[src/rtl/keypad_scanner.sv]
// 4x4 matrix keypad scanner: walks active-low column strobes, debounces whole scans,
// rejects multi-key presses and shifts accepted hex codes into an 8-digit register.
module keypad_scanner #(
    parameter int SCAN_INTERVAL  = 10000,
    parameter int DEBOUNCE_SCANS = 4
) (
    input  logic        Clk,
    input  logic        Reset,
    input  logic [3:0]  row,
    input  logic        clear,
    output logic [3:0]  col,
    output logic        key_valid,
    output logic [3:0]  key_code,
    output logic        key_held,
    output logic [31:0] digits
);

    localparam int CNT_W = $clog2(SCAN_INTERVAL);
    localparam int MC_W  = $clog2(DEBOUNCE_SCANS + 1);
    localparam logic [CNT_W-1:0] CNT_LAST = CNT_W'(SCAN_INTERVAL - 1);
    localparam logic [MC_W-1:0]  MC_FULL  = MC_W'(DEBOUNCE_SCANS);
    // Nibble {r,c} holds the code printed on that key.
    localparam logic [63:0] KEYMAP = 64'hDEF0_C987_B654_A321;

    typedef enum logic [1:0] {RES_NONE, RES_SINGLE, RES_MULTI} res_e;
    typedef enum logic {ST_IDLE, ST_PRESSED} state_e;

    logic [3:0]       row_meta_q, row_sync_q;
    logic [CNT_W-1:0] cnt_q, cnt_d;
    logic [1:0]       c_q, c_d;
    res_e             acc_kind_q, acc_kind_d;
    logic [3:0]       acc_code_q, acc_code_d;
    res_e             cand_kind_q, cand_kind_d;
    logic [3:0]       cand_code_q, cand_code_d;
    logic [MC_W-1:0]  match_q, match_d;
    logic             eval_q, eval_d;
    state_e           state_q, state_d;
    logic             valid_q, valid_d;
    logic [3:0]       code_q, code_d;
    logic [31:0]      digits_q, digits_d;

    logic [3:0]  low;
    logic [2:0]  hits;
    logic [1:0]  row_idx;
    logic [3:0]  col_code;
    logic        sample;
    res_e        merged_kind;
    logic [3:0]  merged_code;
    logic        same_as_cand;
    logic [31:0] digits_base;

    always_comb begin
        low     = ~row_sync_q;
        hits    = 3'(low[0]) + 3'(low[1]) + 3'(low[2]) + 3'(low[3]);
        row_idx = 2'd0;
        for (int unsigned r = 0; r < 4; r++) begin
            if (low[3-r]) row_idx = 2'(3 - r);
        end
        col_code = KEYMAP[4*int'({row_idx, c_q}) +: 4];
        sample   = (cnt_q == CNT_LAST);

        // Fold this column's hits into the scan accumulated so far.
        merged_kind = RES_NONE;
        merged_code = '0;
        if (acc_kind_q == RES_MULTI || hits > 3'd1 ||
            (acc_kind_q == RES_SINGLE && hits == 3'd1)) begin
            merged_kind = RES_MULTI;
        end else if (acc_kind_q == RES_SINGLE) begin
            merged_kind = RES_SINGLE;
            merged_code = acc_code_q;
        end else if (hits == 3'd1) begin
            merged_kind = RES_SINGLE;
            merged_code = col_code;
        end
        same_as_cand = (merged_kind == cand_kind_q) &&
                       (merged_kind != RES_SINGLE || merged_code == cand_code_q);

        cnt_d       = sample ? '0 : cnt_q + CNT_W'(1);
        c_d         = sample ? c_q + 2'd1 : c_q;
        acc_kind_d  = acc_kind_q;
        acc_code_d  = acc_code_q;
        cand_kind_d = cand_kind_q;
        cand_code_d = cand_code_q;
        match_d     = match_q;
        eval_d      = 1'b0;

        if (sample) begin
            if (c_q == 2'd3) begin
                acc_kind_d = RES_NONE;
                acc_code_d = '0;
                eval_d     = 1'b1;
                if (merged_kind == RES_MULTI) begin
                    cand_kind_d = RES_MULTI;
                    cand_code_d = '0;
                    match_d     = '0;
                end else if (!same_as_cand) begin
                    cand_kind_d = merged_kind;
                    cand_code_d = merged_code;
                    match_d     = MC_W'(1);
                end else if (match_q != MC_FULL) begin
                    match_d = match_q + MC_W'(1);
                end
            end else begin
                acc_kind_d = merged_kind;
                acc_code_d = merged_code;
            end
        end
    end

    always_comb begin
        state_d     = state_q;
        valid_d     = 1'b0;
        code_d      = code_q;
        digits_base = clear ? '0 : digits_q;
        digits_d    = digits_base;
        if (eval_q && match_q == MC_FULL) begin
            unique case (state_q)
                ST_IDLE: begin
                    if (cand_kind_q == RES_SINGLE) begin
                        state_d  = ST_PRESSED;
                        valid_d  = 1'b1;
                        code_d   = cand_code_q;
                        digits_d = {digits_base[27:0], cand_code_q};
                    end
                end
                ST_PRESSED: begin
                    if (cand_kind_q == RES_NONE) state_d = ST_IDLE;
                end
                default: state_d = ST_IDLE;
            endcase
        end
    end

    always_ff @(posedge Clk) begin
        if (Reset) begin
            row_meta_q  <= '1;
            row_sync_q  <= '1;
            cnt_q       <= '0;
            c_q         <= '0;
            acc_kind_q  <= RES_NONE;
            acc_code_q  <= '0;
            cand_kind_q <= RES_NONE;
            cand_code_q <= '0;
            match_q     <= '0;
            eval_q      <= 1'b0;
            state_q     <= ST_IDLE;
            valid_q     <= 1'b0;
            code_q      <= '0;
            digits_q    <= '0;
        end else begin
            row_meta_q  <= row;
            row_sync_q  <= row_meta_q;
            cnt_q       <= cnt_d;
            c_q         <= c_d;
            acc_kind_q  <= acc_kind_d;
            acc_code_q  <= acc_code_d;
            cand_kind_q <= cand_kind_d;
            cand_code_q <= cand_code_d;
            match_q     <= match_d;
            eval_q      <= eval_d;
            state_q     <= state_d;
            valid_q     <= valid_d;
            code_q      <= code_d;
            digits_q    <= digits_d;
        end
    end

    assign col       = ~(4'b0001 << c_q);
    assign key_valid = valid_q & ~Reset;
    assign key_code  = code_q;
    assign key_held  = (state_q == ST_PRESSED);
    assign digits    = digits_q;

endmodule

[config.mk]
export PLATFORM = sky130hd
export DESIGN_NAME = keypad_scanner
export DESIGN_NICKNAME = d
export VERILOG_FILES = /design/src/rtl/keypad_scanner.sv
export SDC_FILE = /design/constraint.sdc
export NUM_CORES = 1
export LEC_CHECK = 0
export CAP_MARGIN = 20
export CORE_MARGIN = 2
export CORE_UTILIZATION = 55
export CTS_BUF_LIST = sky130_fd_sc_hd__clkbuf_8
export CTS_CLUSTER_DIAMETER = 150
export CTS_CLUSTER_SIZE = 40
export DETAILED_ROUTE_END_ITERATION = 10
export PLACE_DENSITY = 0.81
export RECOVER_POWER = 25
export SLEW_MARGIN = 25
export SYNTH_ARGS = -nofsm -noshare
export SYNTH_HDL_FRONTEND = slang
export SYNTH_SLANG_ARGS = --single-unit
[constraint.sdc]
create_clock -name Clk -period 4 [get_ports Clk]
set_input_delay 0.8 -clock Clk [delete_from_list [all_inputs] [get_ports Clk]]
set_output_delay 0.8 -clock Clk [all_outputs]
set_load 0.01 [all_outputs]
=== Word level (Yosys, flattened, before mapping) ===
Cells that the tools add are included.

* Flip-flop bits (word level): 78
* Input port bits: 7
* Output and inout bits: 42
* Logic and storage cells: 84

* Add/sub/neg operators: 6
* Magnitude comparators: 1
* Muxes and demuxes: 27
* Shift-type cells: 2
* Eq/ne operators: 14
* Bitwise logic cells: 7
* Reduce and logical (&&, ||, !) cells: 13

{| class="wikitable"
|+ Operators with widths
! kind !! number
|-
| 2-to-1 mux 32 bit || 4
|-
| variable part select 64 x 7 -> 4 bit, first input constant || 1
|-
| 2-to-1 mux 4 bit || 6
|-
| 2-to-1 mux 2 bit || 8
|-
| adder 14 x 1 -> 14 bit, second input constant || 1
|-
| == test 14 bit, second input constant || 1
|-
| 2-to-1 mux 3 bit || 3
|-
| AND reduction 3 bit || 3
|-
| NOT 4 bit || 2
|-
| == test 2 bit, second input constant || 3
|-
| 2-to-1 mux 1 bit || 5
|-
| == test 2 x 1 -> 1 bit, second input constant || 2
|-
| == test 4 bit || 1
|-
| != test 2 x 1 -> 1 bit, second input constant || 2
|-
| NOT 1 bit || 4
|-
| OR reduction 2 bit || 2
|-
| << shifter 1 x 2 -> 4 bit, first input constant || 1
|-
| adder 2 x 1 -> 3 bit || 1
|-
| adder 3 x 1 -> 3 bit || 1
|-
| adder 3 x 1 -> 3 bit, second input constant || 1
|-
| == test 3 x 1 -> 1 bit, second input constant || 1
|-
| == test 3 bit, second input constant || 1
|-
| > comparator 3 x 1 -> 1 bit, second input constant || 1
|-
| logical AND 1 bit || 3
|-
| 10 further kinds || 12
|}

=== Logic depth before layout (Yosys ltp) ===
Gate-level depths: netlist (run 1).

* Depth after elaboration: 14
* Depth in mapped cells: 13

=== Least setup slack after synthesis (run 1) ===
No wires, ideal clock.

* Kind: register -> register
* Start: reg row_sync_q[1]
* End: reg cand_code_q[0]
* Arrival: 3.313 ns
* Stages on the path, launching flop included: 14
* Path buffers: 0
* Setup time: 0.121 ns
* Path slack: 0.565 ns
* Path through: dfxtp_1 fa_1 inv_1 ha_1 inv_1 ha_1 nor3b_2 o21ai_0 o41a_1 nor3_1 and4bb_1 and3_4 o31ai_4 mux2_4

* Word-level cells in the longest chain between the ends: 13

{| class="wikitable"
|+ Ends and longest elaborated chain
! element !! line !! source
|-
| start: declaration || 28 || <nowiki>logic [3:0] row_meta_q, row_sync_q;</nowiki>
|-
| start signal: assignment || 152 || <nowiki>row_sync_q <= row_meta_q;</nowiki>
|-
| NOT 4 bit * || 53 || <nowiki>low = ~row_sync_q;</nowiki>
|-
| adder 1 x 1 -> 2 bit || 54 || <nowiki>hits = 3'(low[0]) + 3'(low[1]) + 3'(low[2]) + 3'(low[3]);</nowiki>
|-
| adder 2 x 1 -> 3 bit || 54 ||
|-
| adder 3 x 1 -> 3 bit || 54 ||
|-
| > comparator 3 x 1 -> 1 bit / == test 3 x 1 -> 1 bit (equally long branches) || 65, 66, 71 ||
|-
| logical OR 1 bit (tied with other cells) (2 in series) || 65 || <nowiki>if (acc_kind_q == RES_MULTI || hits > 3'd1 ||</nowiki>
|-
| 2-to-1 mux 4 bit / 2-to-1 mux 2 bit (equally long branches) || 65 ||
|-
| == test 4 bit / != test 2 x 1 -> 1 bit (equally long branches) || 76 || <nowiki>(merged_kind != RES_SINGLE || merged_code == cand_code_q);</nowiki>
|-
| logical OR 1 bit || 76 ||
|-
| logical AND 1 bit || 75 || <nowiki>same_as_cand = (merged_kind == cand_kind_q) &&</nowiki>
|-
| != test 2 x 1 -> 1 bit (no line) || -- ||
|-
| AND reduction 3 bit (no line) || -- ||
|-
| end signal: assignment || 158 || <nowiki>cand_code_q <= cand_code_d;</nowiki>
|-
| end: declaration || 34 || <nowiki>logic [3:0] cand_code_q, cand_code_d;</nowiki>
|}

Mark *: on every way between the ends. The rest lies on a longest branch, timed or not. The select of a mux whose other input is x is not followed.
A chain may end at the register's enable or synchronous reset.

=== Final worst setup path (run 1) ===
* Start: reg row_sync_q[1]
* End: reg cand_code_q[1]

Same word-level chain as after synthesis.

==> results.yml, run 1 <==
global_routing:
  grt_remaining_overflow: 0
  grt_antenna_before_repair: 0
  grt_first_pass_wirelength_um: 11700
  largest_net_degree_at_the_start_of_global_routing: 40
  grt_pass1_vias: 2672
  gr-usage-all-layers_pct: 22.3
clocking:
  path_clk_slew_ps: 80
  clk-insertion-delay-late_ps: 350
  cts_hold_buf: 0
  cts_buffers: 9
  tritoncts: "built"
  clockRootBuffer: "sky130_fd_sc_hd__clkbuf_8"
  clkSinkCount: 78
  maximum_root_to_sink_buffer_count: 2
  ctsHtreeMaxLevel: 3
  cts_post_setup_buffers_inserted: 0
  cts-resized-gates: 0
synth:
  number_of_cells_produced_by_synthesis: 401
  ys_types: 49
  synth_top_family_by_area: "simple AND/OR/NAND/NOR gates"
  synthArstFlopShare_pct: 0
  share_of_synthesized_area_occupied_by_flip_flops_and_latches_pct: 46.0
  post_synth_mux_area_share_pct: 2.69
  synth.net_count: 421
  post_synth_fa_ha_maj_area_fraction_pct: 5.01
  synth_seq_cells: 78
  synth_compound_gate_area_share_pct: 14.4
  post_syn_area_um2: 3390
  synth_xor_area_share_pct: 3.35
  avgSynthCellArea_um2: 8.47
  synth-edff-count: 0
  syn_warnings: 0
  synth_ff_type: "sky130_fd_sc_hd__dfxtp_1"
  yosys.area_share.simple_pct: 25.0
drt:
  detail_route.vias_per_cell: 5.37
  wl_per_cell_um: 13.6
  drc_errors: 0
  dr.pass1.iters: 4
  route.final.wire_length_um: 7190
  ant_nets: 0
  route.vias.total: 2830
  detail_route.iter0.violations: 109
critical_path:
  worst-endpoint-required_ps: 4240
  worst_ep_arrival_time_ps: 3990
  kind_of_launch_point_of_the_worst_setup_path: "flip-flop"
  crit_type: "reg -> reg"
  crit_fanout: 8
  critPathCaptureType: "flip-flop"
sta:
  max_slew_margin_pct: -1.42
  setup-tns-final_ps: 0
  clock.fmax_ghz: 0.267
  finClkSkew_ps: 7.33
  min_period_ps: 3750
  rsz_0062_raised_after_global_routing: "no"
  hold_viol_final: 0
  slew_viol_final: 40
  least_margin_pin_slew_ps: 1520
  timing.final.setup_violations: 0
  fraction_of_the_cycle_the_final_worst_path_needs_pct: 93.7
power_and_ir_drop:
  peakVddDrop_uv: 225
  total_leakage_power_nw: 1.53
  power_density_nw_per_um2: 362
finish:
  layout-drive-gt1-share_pct: 9.07
  diodes: 0
  fin_nets: 468
  area_added_between_synthesis_and_finish_pct: 22.2
  final_cells: 527
floorplanning:
  die_h_um: 82.6
  die-area_um2: 6820
  core_area_um2: 5960
  start_util_pct: 57.0
  row_count: 28
  die_width_um: 82.6
  io-pin-count: 49
placement:
  dp.final_hpwl_um: 4980
  placed_cells: 512
  portBuffers: 48
  gp_routability_congestion: 0.935
worst_hold_path:
  worstHoldPathType: "reg -> reg"
status:
  status: "finished, violations left"
  violations: "capacitance limit, slew limit"
job:
  max_cap_viol_count: 1
## cell usage in the layout, fill, tap and decap left out, drive strengths merged, types with 7 or more instances in the layout
| cell | count |
|---|---|
| nand2 | 89 |
| dfxtp | 78 |
| a21oi | 46 |
| clkdlybuf4s50 | 38 |
| nor2 | 27 |
| inv | 18 |
| o21ai | 15 |
| ha | 12 |
| or2 | 10 |
| dlygate4sd3 | 10 |
| clkbuf | 10 |
| nand3 | 8 |
| nor2b | 7 |
| xor2 | 7 |
## critical path, cell delays in order (launching register included)
cell                       delay (ps)
sky130_fd_sc_hd__dfxtp_1          470
sky130_fd_sc_hd__fa_1             450
sky130_fd_sc_hd__inv_1             70
sky130_fd_sc_hd__ha_1             160
sky130_fd_sc_hd__inv_1             50
sky130_fd_sc_hd__ha_1             310
sky130_fd_sc_hd__nor3b_2          240
sky130_fd_sc_hd__o21ai_0          160
sky130_fd_sc_hd__o41a_1           480
sky130_fd_sc_hd__nor3_1           150
sky130_fd_sc_hd__and4bb_1         220
sky130_fd_sc_hd__and3_4           180
sky130_fd_sc_hd__o31ai_4          370
sky130_fd_sc_hd__mux2_4           330
## Yosys cell counts (all sizes together) (4+ instances only)
cell type	n	area share (%)
dfxtp	78	46
nor2b	7	1.3
or2	10	1.8
mux2	5	2.1
ha	12	4.4
o21ai	15	2.2
a21oi	46	6.8
and3	6	1.3
xnor2	6	1.5
clkbuf	14	1.5
nor3	4	0.59
nand3	8	1.2
inv	17	1.9
and2	4	0.74
nor2	27	3.0
xor2	7	1.8
nand2b	6	1.1
a31oi	4	0.74
nand2	89	9.8
## kinds of logic after synthesis
group,Yosys count
AOI/OAI and AO/OA,80
adders and majority gates,13
muxes,7
and+or+nand+nor,178
xor gates and xnor gates,13
DFF,78
buffers and inverters,32
## path summary, 6_finish.rpt
path	startpoint	to	slack, ps	cells past startpoint
worst max-delay path	row_sync_q[1]	cand_code_q[1]	250	13
worst max register to register	row_sync_q[1]	cand_code_q[1]	250	13
worst min-delay path	row_meta_q[1]	row_sync_q[1]	410	1
worst min register to register	row_meta_q[1]	row_sync_q[1]	410	1
## sequential cells by signal (all words and copies together) (netlist names), named ones only
| name | flops |
|---|---|
| cnt_q | 14 |
| match_q | 3 |
| acc_code_q | 4 |
| row_meta_q | 4 |
| cand_kind_q | 2 |
| cand_code_q | 4 |
| eval_q | 1 |
| acc_kind_q | 2 |
| row_sync_q | 4 |
| c_q | 2 |
| digits | 32 |
| key_code | 4 |
| valid_q | 1 |
## power breakdown
part	total, mW	internal [mW]	switching (mW)
sequential	0.786	0.782	0.00431
combinational	0.0787	0.0339	0.0448
clock	0.635	0.348	0.288
## metal layers
layer	up-vias	wire length, um	GRT usage, %
met1	1334	3230	26.4
met3	2	309	6.20
met4	0	27	9.84
met5	-	0	0
li1	1432	-	-
met2	62	3620	37.8
## layout make-up
class,instances,area (um2)
Clock buffer,9,124
Clock inverter,6,86.3
Fill cell,491,1810
Inverter,17,63.8
Multi-Input combinational cell,291,1720
Sequential cell,78,1560
Tap cell,75,93.8
Timing Repair Buffer,51,499
## per-stage QoR
| stage | hold slack, ps | cell area [um2] | power (mW) | util (%) | setup WS, ps |
|---|---|---|---|---|---|
| detailed placement | 396 | 3940 | 0.883 | 66.2 | 291 |
| CTS | 414 | 4150 | 1.52 | 69.7 | 252 |
| finish | 412 | 4150 | 1.50 | 69.6 | 252 |
| global route | 442 | 4150 | 1.55 | 69.6 | 51.0 |
| global placement | 391 | 3940 | 0.881 | 66.2 | 441 |
| floorplan | 389 | 3390 | 0.863 | - | 565 |
Power figures use the tool's default switching activity.
==> inputs of run 2 (changes only) <==
--- a/config.mk
+++ b/config.mk
@@ -12,9 +12,11 @@
 export CTS_CLUSTER_DIAMETER = 150
 export CTS_CLUSTER_SIZE = 40
 export DETAILED_ROUTE_END_ITERATION = 10
+export GPL_TIMING_DRIVEN = 0
 export PLACE_DENSITY = 0.81
 export RECOVER_POWER = 25
 export SLEW_MARGIN = 25
 export SYNTH_ARGS = -nofsm -noshare
 export SYNTH_HDL_FRONTEND = slang
 export SYNTH_SLANG_ARGS = --single-unit
+export TNS_END_PERCENT = 20
==> run 2 against run 1 <==
  * The run now ends clean
  * Critical path depth unchanged
  * Count of clock-buffer cells in the layout unchanged
  * Critical endpoint is now cand_code_q[2]
  * Power decreased by 3.9%
  * Hold slack improved by 2.2 ps
  * Clock power decreased by 9.6%
  * Via count rose by 1.4%
  * Wire length increased by 2.5%
  * Combinational power increased by 3.6%
==> results.yml, run 2 (synthesized netlist as in run 1, its figures left out) <==
clocking:
  clk-insertion-delay-late_ps: 340
  tritoncts: "built"
  clkSinkCount: 78
  cts_buffers: 9
  ctsHtreeMaxLevel: 3
  maximum_root_to_sink_buffer_count: 2
  path_clk_slew_ps: 80
  clockRootBuffer: "sky130_fd_sc_hd__clkbuf_8"
floorplanning:
  die_width_um: 82.6
  io-pin-count: 49
  start_util_pct: 57.0
  core_area_um2: 5960
  row_count: 28
  die_h_um: 82.6
  die-area_um2: 6820
critical_path:
  path_cells: "fa_1 -> inv_1 -> ha_1 -> inv_1 -> ha_1 -> nor3b_2 -> o21ai_0 -> o41a_1 -> nor3_1 -> and4bb_1 -> and3_4 -> o31ai_4 -> mux2_4"
  worstReg2RegEnd: "cand_code_q[2]"
  kind_of_launch_point_of_the_worst_setup_path: "flip-flop"
  worst_ep_arrival_time_ps: 3960
  crit_fanout: 8
  critPathCaptureType: "flip-flop"
  max_stage_delay_ps: 490
  worstSetupStartpoint: "row_sync_q[1]"
  crit_type: "reg -> reg"
  timing.critical_path.slowest_stage_cell: "sky130_fd_sc_hd__o41a_1"
  reg2reg_slack_ps: 270
  worst-endpoint-required_ps: 4230
  reg2reg_from: "row_sync_q[1]"
  r2r_cells: 13
  cp-endpoint: "cand_code_q[2]"
sta:
  fraction_of_the_cycle_the_final_worst_path_needs_pct: 93.2
  least_margin_pin_slew_ps: 789
  timing.final.setup_violations: 0
  max_slew_margin_pct: 46.8
  rsz_0062_raised_after_global_routing: "no"
  slew_viol_final: 0
  clock.fmax_ghz: 0.268
  min_period_ps: 3730
  finalHoldWorstSlack_ps: 414
  hold_viol_final: 0
  setup-tns-final_ps: 0
  finClkSkew_ps: 3.56
drt:
  route.final.wire_length_um: 7360
  route.vias.total: 2871
  detail_route.iter0.violations: 172
  dr.pass1.iters: 4
  wl_per_cell_um: 13.6
  ant_nets: 0
  drc_errors: 0
  detail_route.vias_per_cell: 5.32
placement:
  portBuffers: 48
  dp.final_hpwl_um: 5440
  gp_routability_congestion: 0.854
power_and_ir_drop:
  power_density_nw_per_um2: 347
  peakVddDrop_uv: 296
  total_leakage_power_nw: 1.58
status:
  status: "finished, final reports clean"
worst_hold_path:
  worstHoldPathType: "reg -> reg"
finish:
  final_cell_mix: "sky130_fd_sc_hd__nand2_1 (89), sky130_fd_sc_hd__dfxtp_1 (77), sky130_fd_sc_hd__a21oi_1 (46)"
  area_added_between_synthesis_and_finish_pct: 22.6
  multi_input_comb_area_um2: 1710
  layout-drive-gt1-share_pct: 8.39
  layout.filler_cells: 490
  largest_register_ffs: 32
  diodes: 0
  fin_nets: 480
  layout.area.seq_um2: 1560
  layout.cells.most_common: "sky130_fd_sc_hd__nand2_1"
job:
  max_cap_viol_count: 0
global_routing:
  grt_first_pass_wirelength_um: 11900
  largest_net_degree_at_the_start_of_global_routing: 14
  grt_antenna_before_repair: 0
  grt_pass1_vias: 2664
  gr-usage-all-layers_pct: 22.4
  grt_remaining_overflow: 0
==> run 2: cell count changes in the layout (fill, tap and decap cells not counted), sizes merged <==
| cell | before | now |
|---|---|---|
| bufinv | 2 | 1 |
| clkdlybuf4s50 | 38 | 23 |
| dlygate4sd3 | 10 | 25 |
| buf | 2 | 1 |
| clkbuf | 10 | 23 |
| clkinvlp | 1 | 3 |
==> run 2: worst min path at each step <==
stage	start	to	slack, ps	depth (start not counted)
5_1_grt	row_meta_q[0]	row_sync_q[0]	440	1
3_5_place_dp	row_meta_q[2]	row_sync_q[2]	400	1
2_1_floorplan	row_meta_q[0]	row_sync_q[0]	390	1
3_3_place_gp	row_meta_q[2]	row_sync_q[2]	390	1
6_report	row_meta_q[0]	row_sync_q[0]	410	1
4_1_cts	row_meta_q[0]	row_sync_q[0]	410	1
==> run 2: routing by layer <==
metal  up-vias  GRT usage (%)  share of wire [%]  wire length [um]
met4         0           5.41                1.3                99
met2        44           36.9                 48              3530
met3        12           5.98                3.3               245
met5         -              0                  0                 0
met1      1351           29.4                 47              3490
li1       1464              -                  -                 -
==> run 2: repair_timing <==
action,CTS,global route
resized for setup,0,1
hold buffers,0,0
buffers inserted,0,0
endpoints found under the setup margin,0,4
==> run 2: worst max-delay path, delay by kind of cell, from the launching register on <==
| family | cells | cell delay, ps |
|---|---|---|
| AOI/OAI and AO/OA | 3 | 1030 |
| adders and majority gates | 3 | 890 |
| buffers and inverters | 2 | 120 |
| DFF | 1 | 410 |
| muxes | 1 | 340 |
| and+or+nand+nor | 4 | 850 |
==> run 2: report_power, final <==
part / switching [mW] / internal [mW] / total [mW]
sequential: 0.00461 / 0.782 / 0.787
clock: 0.290 / 0.284 / 0.574
combinational: 0.0462 / 0.0353 / 0.0815
total: 0.341 / 1.10 / 1.44
==> run 2: layout make-up <==
| type | count | share of cell area, % |
|---|---|---|
| Buffer | 15 | 1.35 |
| Clock buffer | 9 | 2.98 |
| Clock inverter | 7 | 1.59 |
| Inverter | 17 | 1.53 |
| Multi-Input combinational cell | 291 | 41.2 |
| Sequential cell | 78 | 37.6 |
| Tap cell | 75 | 2.26 |
| Timing Repair Buffer | 48 | 11.5 |
==> run 2: per-stage QoR <==
stage / instance area (um2) / setup WS, ps / std cells / power, mW / utilization [%]
floorplan: 3390 / 565 / 401 / 0.863 / -
global placement: 3970 / 345 / 524 / 0.884 / 66.6
detailed placement: 3970 / 202 / 524 / 0.886 / 66.6
CTS: 4160 / 208 / 540 / 1.45 / 69.8
global route: 4160 / 60.2 / 540 / 1.49 / 69.9
finish: 4160 / 272 / 540 / 1.44 / 69.9
==> inputs of run 3 (changes only) <==
--- a/config.mk
+++ b/config.mk
@@ -6,7 +6,7 @@
 export NUM_CORES = 1
 export LEC_CHECK = 0
 export CAP_MARGIN = 20
-export CORE_MARGIN = 2
+export CORE_MARGIN = 10
 export CORE_UTILIZATION = 55
 export CTS_BUF_LIST = sky130_fd_sc_hd__clkbuf_8
 export CTS_CLUSTER_DIAMETER = 150
==> run 3 against run 2 <==
  * Power is 2.2% lower
  * Hold slack worse by 1.7 ps
  * Final cell count is 0.37% higher
  * Worst setup slack worse by 50 ps
  * Critical endpoint is now cand_code_q[3]
  * Core utilization is 0.063 points higher
  * Sequential share of layout area is 0.064 points lower
  * Die area is 43% higher
==> results.yml, run 3 (synthesized netlist as in run 1, its figures left out) <==
floorplanning:
  die-area_um2: 9710
  io-pin-count: 49
  row_count: 28
  die_width_um: 98.6
  core_area_um2: 5960
  die_h_um: 98.6
  start_util_pct: 57.0
finish:
  area_added_between_synthesis_and_finish_pct: 22.7
  layout.filler_cells: 490
  fin_nets: 482
  final_cell_mix: "sky130_fd_sc_hd__nand2_1 (89), sky130_fd_sc_hd__dfxtp_1 (78), sky130_fd_sc_hd__a21oi_1 (46)"
  post-route-cell-area_um2: 4160
  layout.cells.most_common: "sky130_fd_sc_hd__nand2_1"
  largest_register_ffs: 32
  layout-drive-gt1-share_pct: 8.78
  layout.area.seq_um2: 1560
  multi_input_comb_area_um2: 1710
  diodes: 0
clocking:
  cts-resized-gates: 0
  tritoncts: "built"
  ctsHtreeMaxLevel: 3
  cts_post_setup_buffers_inserted: 0
  path_clk_slew_ps: 80
  cts_buffers: 9
  cts_hold_buf: 0
  clockRootBuffer: "sky130_fd_sc_hd__clkbuf_8"
  clk-insertion-delay-late_ps: 360
  clkSinkCount: 78
  maximum_root_to_sink_buffer_count: 2
power_and_ir_drop:
  totalPowerFinal_mw: 1.41
  peakVddDrop_uv: 279
  power_density_nw_per_um2: 339
  total_leakage_power_nw: 1.60
sta:
  timing.final.setup_violations: 0
  finClkSkew_ps: 11.9
  slew_viol_final: 0
  fraction_of_the_cycle_the_final_worst_path_needs_pct: 94.5
  rsz_0062_raised_after_global_routing: "no"
  least_margin_pin_slew_ps: 821
  max_slew_margin_pct: 44.6
  clock.fmax_ghz: 0.265
  min_period_ps: 3780
  setup-tns-final_ps: 0
  hold_viol_final: 0
status:
  status: "finished, final reports clean"
critical_path:
  worst_ep_arrival_time_ps: 4020
  critPathCaptureType: "flip-flop"
  crit_fanout: 8
  crit_type: "reg -> reg"
  max_stage_delay_ps: 500
  critical-path-top-delay-family: "adder cells"
  worst-endpoint-required_ps: 4240
  path_cells: "fa_1 -> inv_1 -> ha_1 -> inv_1 -> ha_1 -> nor3b_2 -> o21ai_0 -> o41a_1 -> nor3_1 -> and4bb_1 -> and3_4 -> o31ai_4 -> buf_4 -> mux2_4"
  crit_buf_inv: 3
  timing.critical_path.slowest_stage_cell: "sky130_fd_sc_hd__o41a_1"
  kind_of_launch_point_of_the_worst_setup_path: "flip-flop"
drt:
  wl_per_cell_um: 14.7
  ant_nets: 0
  detail_route.vias_per_cell: 5.36
  route.vias.total: 2905
  dr.pass1.iters: 5
  route.final.wire_length_um: 7950
  detail_route.iter0.violations: 147
  drc_errors: 0
global_routing:
  grt_pass1_vias: 2827
  grt_remaining_overflow: 0
  largest_net_degree_at_the_start_of_global_routing: 16
  grt_antenna_before_repair: 0
  gr-usage-all-layers_pct: 16.3
  grt_first_pass_wirelength_um: 13200
placement:
  gp_routability_congestion: 0.837
  portBuffers: 48
  placedInstanceArea_um2: 3970
  dp.final_hpwl_um: 5890
worst_hold_path:
  worstHoldPathType: "reg -> reg"
job:
  max_cap_viol_count: 0
## run 3: changes by cell type in the layout (fill, tap and decap cells not counted)
| cell | previous run | this run |
|---|---|---|
| sky130_fd_sc_hd__inv_6 | 0 | 2 |
| sky130_fd_sc_hd__inv_1 | 18 | 17 |
| sky130_fd_sc_hd__dlygate4sd3_1 | 25 | 28 |
| sky130_fd_sc_hd__dfxtp_1 | 77 | 78 |
| sky130_fd_sc_hd__bufinv_16 | 1 | 0 |
| sky130_fd_sc_hd__clkinv_4 | 0 | 3 |
| sky130_fd_sc_hd__buf_4 | 0 | 2 |
| sky130_fd_sc_hd__clkinvlp_4 | 3 | 1 |
| sky130_fd_sc_hd__clkinv_2 | 2 | 1 |
| sky130_fd_sc_hd__dfxtp_2 | 1 | 0 |
| sky130_fd_sc_hd__clkdlybuf4s50_1 | 23 | 20 |
## run 3: final cells by class
type                            count  area share (%)
Clock buffer                        9            2.97
Tap cell                           75            2.25
Clock inverter                      7            1.35
Sequential cell                    78            37.5
Inverter                           17            1.53
Timing Repair Buffer               50            11.9
Buffer                             15            1.35
Multi-Input combinational cell    291            41.1
## run 3: worst paths after layout
path	start	to	slack, ps	cells past startpoint
worst min-delay path	row_meta_q[1]	row_sync_q[1]	410	1
worst min register to register	row_meta_q[1]	row_sync_q[1]	410	1
worst max-delay path	row_sync_q[1]	cand_code_q[3]	220	14
worst max register to register	row_sync_q[1]	cand_code_q[3]	220	14
## run 3: stage by stage
step	hold WS, ps	cells	setup WS, ps	utilization (%)
floorplan	389	401	565	-
global placement	391	524	339	66.6
detailed placement	393	524	165	66.6
CTS	413	540	158	69.7
global route	431	542	23.2	69.9
finish	412	542	221	69.9
## run 3: report_power, final
group	internal, mW	switching [mW]
Sequential	0.782	0.00446
Clock	0.231	0.309
Combinational	0.0353	0.0479
Total	1.05	0.361
## run 3: routing by layer
layer  track usage, %  wire length (um)
met5                0                 0
met4             8.05               165
met3             4.19               356
met2             26.3              3860
met1             19.6              3560
